<file path="src/rtl/credit_sink_buf.sv">
// credit_sink_buf: credit-pipeline sink FIFO with an input-side 1..SEQ_MAX sequence checker.
module credit_sink_buf #(
    parameter int WIDTH   = 16,
    parameter int DEPTH   = 4,
    parameter int SEQ_MAX = 400
) (
    input  logic                     clk_i,
    input  logic                     rst_i,
    input  logic                     in_genfifo_req_i,
    input  logic [WIDTH-1:0]         in_genfifo_wdata_bi,
    output logic                     in_genfifo_ack_o,
    output logic                     out_genfifo_req_o,
    output logic [WIDTH-1:0]         out_genfifo_rdata_bo,
    input  logic                     out_genfifo_ack_i,
    output logic                     seq_err_o,
    output logic [15:0]              err_cnt_o,
    output logic [31:0]              rx_cnt_o,
    output logic [$clog2(DEPTH):0]   level_o
);
    localparam int AW = $clog2(DEPTH);
    localparam logic [AW:0] FULL = (AW+1)'(DEPTH);
    localparam logic [0:0] ST_SYNC  = 1'b0;
    localparam logic [0:0] ST_CHECK = 1'b1;

    logic [WIDTH-1:0] mem_q [DEPTH];
    logic [AW-1:0]    wr_ptr_q, wr_ptr_d, rd_ptr_q, rd_ptr_d;
    logic [AW:0]      level_q, level_d;
    logic [0:0]       state_q, state_d;
    logic [WIDTH-1:0] exp_q, exp_d, nxt;
    logic             seq_err_q, seq_err_d;
    logic [15:0]      err_cnt_q, err_cnt_d;
    logic [31:0]      rx_cnt_q, rx_cnt_d;
    logic             push, pop, mismatch;

    // Acceptance ignores a same-cycle pop so a full buffer never relies on the downstream.
    assign in_genfifo_ack_o     = rst_i && in_genfifo_req_i && (level_q != FULL);
    assign push                 = in_genfifo_req_i && in_genfifo_ack_o;
    assign pop                  = (level_q != '0) && out_genfifo_ack_i;
    assign out_genfifo_req_o    = level_q != '0;
    assign out_genfifo_rdata_bo = mem_q[rd_ptr_q];
    assign level_o              = level_q;
    assign seq_err_o            = seq_err_q;
    assign err_cnt_o            = err_cnt_q;
    assign rx_cnt_o             = rx_cnt_q;

    assign nxt      = (in_genfifo_wdata_bi >= WIDTH'(SEQ_MAX)) ? WIDTH'(1) : in_genfifo_wdata_bi + WIDTH'(1);
    assign mismatch = push && (state_q == ST_CHECK) && (in_genfifo_wdata_bi != exp_q);

    always_comb begin
        wr_ptr_d  = push ? wr_ptr_q + AW'(1) : wr_ptr_q;
        rd_ptr_d  = pop ? rd_ptr_q + AW'(1) : rd_ptr_q;
        level_d   = level_q + (AW+1)'(push) - (AW+1)'(pop);
        state_d   = push ? ST_CHECK : state_q;
        exp_d     = push ? nxt : exp_q;
        seq_err_d = seq_err_q || mismatch;
        err_cnt_d = (mismatch && err_cnt_q != 16'hFFFF) ? err_cnt_q + 16'd1 : err_cnt_q;
        rx_cnt_d  = rx_cnt_q + 32'(push);
    end

    always_ff @(posedge clk_i or negedge rst_i) begin
        if (!rst_i) begin
            wr_ptr_q  <= '0;
            rd_ptr_q  <= '0;
            level_q   <= '0;
            state_q   <= ST_SYNC;
            exp_q     <= '0;
            seq_err_q <= 1'b0;
            err_cnt_q <= '0;
            rx_cnt_q  <= '0;
        end else begin
            wr_ptr_q  <= wr_ptr_d;
            rd_ptr_q  <= rd_ptr_d;
            level_q   <= level_d;
            state_q   <= state_d;
            exp_q     <= exp_d;
            seq_err_q <= seq_err_d;
            err_cnt_q <= err_cnt_d;
            rx_cnt_q  <= rx_cnt_d;
        end
    end

    always_ff @(posedge clk_i) begin
        if (push) mem_q[wr_ptr_q] <= in_genfifo_wdata_bi;
    end
endmodule

</file>
<file path="config.mk">
export PLATFORM = sky130hd
export DESIGN_NAME = credit_sink_buf
export DESIGN_NICKNAME = d
export VERILOG_FILES = /design/src/rtl/credit_sink_buf.sv
export SDC_FILE = /design/constraint.sdc
export NUM_CORES = 1
export LEC_CHECK = 0
export BUFFER_PORTS_ARGS = -buffer_cell sky130_fd_sc_hd__buf_2
export CAP_MARGIN = 20
export CORE_AREA = 2 2 115 117
export CTS_CLUSTER_SIZE = 30
export DETAILED_ROUTE_END_ITERATION = 7
export DIE_AREA = 0 0 117 119
export PLACE_DENSITY = 0.7
export SLEW_MARGIN = 25
export SYNTH_ARGS = -nofsm -noshare
export SYNTH_HDL_FRONTEND = slang
export SYNTH_SLANG_ARGS = --single-unit
export TNS_END_PERCENT = 10
</file>
<file path="constraint.sdc">
create_clock -name clk_i -period 2.3 [get_ports clk_i]
set_input_delay 0.345 -clock clk_i [delete_from_list [all_inputs] [get_ports clk_i]]
set_output_delay 0.345 -clock clk_i [all_outputs]
set_load 0.01 [all_outputs]
</file>
==> metrics <==
CP max-delay cell=dfrtp_1; post-route ant nets=0; DR iter-0 viols=175; CP cell instances=or3_4 > and2_4 > ha_1 > inv_1 > ha_1 > fa_2 > xnor2_1 > xnor2_1; commonest cells in the netlist=dfrtp_1, edfxtp_1, xnor2_1, nand2_1, xor2_1; P_leak=3.08 nW; io pins=90; clk_skew=0.00945 ns; synth-to-layout area growth=22.9%; initial antenna violation count=0; CP Data Required Time=2.64 ns; Max rail drop VDD=490 uV; largest net degree at the start of global routing=74; cell accounting for the most synthesized area=edfxtp_1; layout cells sized above 1=0.338; grt total ovfl=0; placed instance count=676; Post-Layout Cell Count=712; Max Cap Viol=0; Place WS=-0.0566 ns; Initial DRT Pass Iterations=4; cell family with most CP delay=adder cells; antenna cells=0; # rows=42; Crit Path Class=flop to flop; Root Buffer Master=clkbuf_16; Net Count, Synth=439; die outline height=119 um; Filler cells=1044; first-pass GRT wire length=19.0 mm; status=completed; Avg Inst Size Synth=14.6 sq um; CTS H-tree lvls=4; Crit. End Element=flop; Buf+Inv Stages, Crit Path=1; Max Freq=0.454 GHz; Register-to-Register Path Depth=8; later-pin clock latency in the skew report=0.42 ns; Max stage delay on crit path=0.40 ns; crit path max fanout=3; final setup fails=0; starting density of the core=0.461; top-count cell post-synth=dfrtp_1; cts bufs inserted=17; worst setup margin=0.0985 ns; Post-synth top flop=dfrtp_1; worst r2r src=level_o[1]; synth unique cells=47; die footprint=13900 sq um; Fin. Hold Viols=0; vias in the first global route=3703; dpl hpwl=7.57 mm; routed vias=3646; worst endpoint data arrival time=2.54 ns; minimum clock period=2.20 ns; Synth Register Bits=137; Synth Cell Area=5940 sq um; Ys Warns=0; total core area=12900 sq um; Tcrit/Tclk final=0.957; total wire length=11.4 mm; wire per inst=16.1 um; r2r endpoint=level_o[2]; top cells by area, synth=edfxtp_1, dfrtp_1, xnor2_1, mux4_2, xor2_1; asr flop ratio synth=0.533; CTS tree=yes; pwr dens=1010 nW/um^2; Port Buf Inserts=89; CTS sink cnt=137; cts hold-fix bufs=0; GPL Wtd Cong=0.828; Die Wd=117 um; power consumption=7.33 mW; DR vias/cell=5.12; Mapped Cells=407; slew margin rel.=0.409; Hold WC Path Type=input port to asynchronous set/reset pin; max-slew violation count=0; # DRC=0; top cell type's share of synthesized area=0.324; measured slew at the worst slew-check pin=0.887 ns; Worst setup SP type=flop; RSZ-0062 raised after global routing=true; Clock Tree Buf Depth=2; Final #Nets=555; EDFF count, synth=64; GRT Util Overall=0.182; clock-pin slew on the worst setup and hold paths=0.06 ns; Seq/Total Area, Yosys=0.632; r2r setup slk=0.1 ns
-- metal layers --
layer | up-vias | part of all wire | GRT usage
li1 | 1716 | - | -
met1 | 1819 | 0.46 | 0.242
met2 | 96 | 0.47 | 0.276
met3 | 15 | 0.050 | 0.0662
met4 | 0 | 0.015 | 0.0632
met5 | - | 0 | 0
-- worst register-to-register path: cells and delay by family (launching register included) --
kind                     cells  cell delay, ns
AND/OR/NAND/NOR              2            0.57
buffers and inverters        1            0.04
flip-flops                   1            0.40
adder cells (fa/ha/maj)      3            0.77
XOR/XNOR                     2            0.32
-- worst max-delay path by stage --
stage	from	to	slack, ns	depth (start not counted)
6_report	level_o[1]	level_o[2]	0.1	8
5_1_grt	level_o[2]	rx_cnt_o[20]	-0.008	9
4_1_cts	level_o[1]	level_o[2]	0.006	8
3_5_place_dp	level_o[2]	rx_cnt_o[20]	-0.06	9
3_3_place_gp	level_o[1]	level_o[2]	0.05	8
2_1_floorplan	level_o[1]	level_o[2]	-0.02	9
-- flip-flops by register name, indices dropped and copies added, names as in the netlist --
name and count:
mem_q 64, exp_q 16, err_cnt_o 16, rx_cnt_o 32
wr_ptr_q 2, seq_err_o 1, level_o 3, state_q 1
rd_ptr_q 2
-- cells in the final DEF, fill, tap and decap left out, drive strengths merged --
master / n
a21oi: 3
a31o: 1
a41oi: 1
and2: 12
and3: 7
and4: 5
and4b: 1
buf: 104
bufinv: 2
clkbuf: 18
clkinv: 4
clkinvlp: 3
dfrtp: 73
edfxtp: 64
fa: 1
ha: 11
inv: 18
mux2: 3
mux4: 16
nand2: 31
nand2b: 2
nand3: 27
nand4: 16
nand4b: 1
nor2: 13
nor3: 6
nor4: 9
o21ai: 10
o22a: 1
o311ai: 1
or3: 3
or3b: 1
xnor2: 44
xor2: 24
-- cells by family after synthesis --
family	synth area share
flip-flops	0.632
AND/OR/NAND/NOR	0.143
XOR/XNOR	0.100
buffers and inverters	0.0150
multiplexers	0.0664
AO/OA/AOI/OAI	0.0175
adder cells (fa/ha/maj)	0.0266
-- layout make-up --
cell class                      count  area [sq um]  area share
Clock buffer                       18           429      0.0588
Timing Repair Buffer              104           568      0.0779
Sequential cell                   137          3750       0.514
Inverter                           13          48.8     0.00669
Multi-Input combinational cell    250          2120       0.290
Tap cell                          176           220      0.0302
Clock inverter                     14           161      0.0221
-- power breakdown --
group	switching (mW)	leakage, nW	internal, mW
clock network	1.09	0.279	1.62
logic	0.810	1.25	0.763
registers	0.197	1.55	2.86
-- stage by stage --
step,hold slack [ns],util,setup TNS [ns],instance area [sq um]
2_1_floorplan,0.0494,-,-0.0423,5940
3_3_place_gp,0.449,0.516,0,6650
3_5_place_dp,0.455,0.516,-0.0646,6650
4_1_cts,0.175,0.564,0,7260
5_1_grt,0.126,0.567,-0.0143,7290
6_report,0.0835,0.567,0,7290
-- what timing repair did --
action / 4_1_cts / 5_1_grt
setup endpoints to repair: 6 / 21
pin swaps: 1 / 2
setup buffers: 1 / 3
resized for setup: 4 / 3
Power figures use the tool's default switching activity.
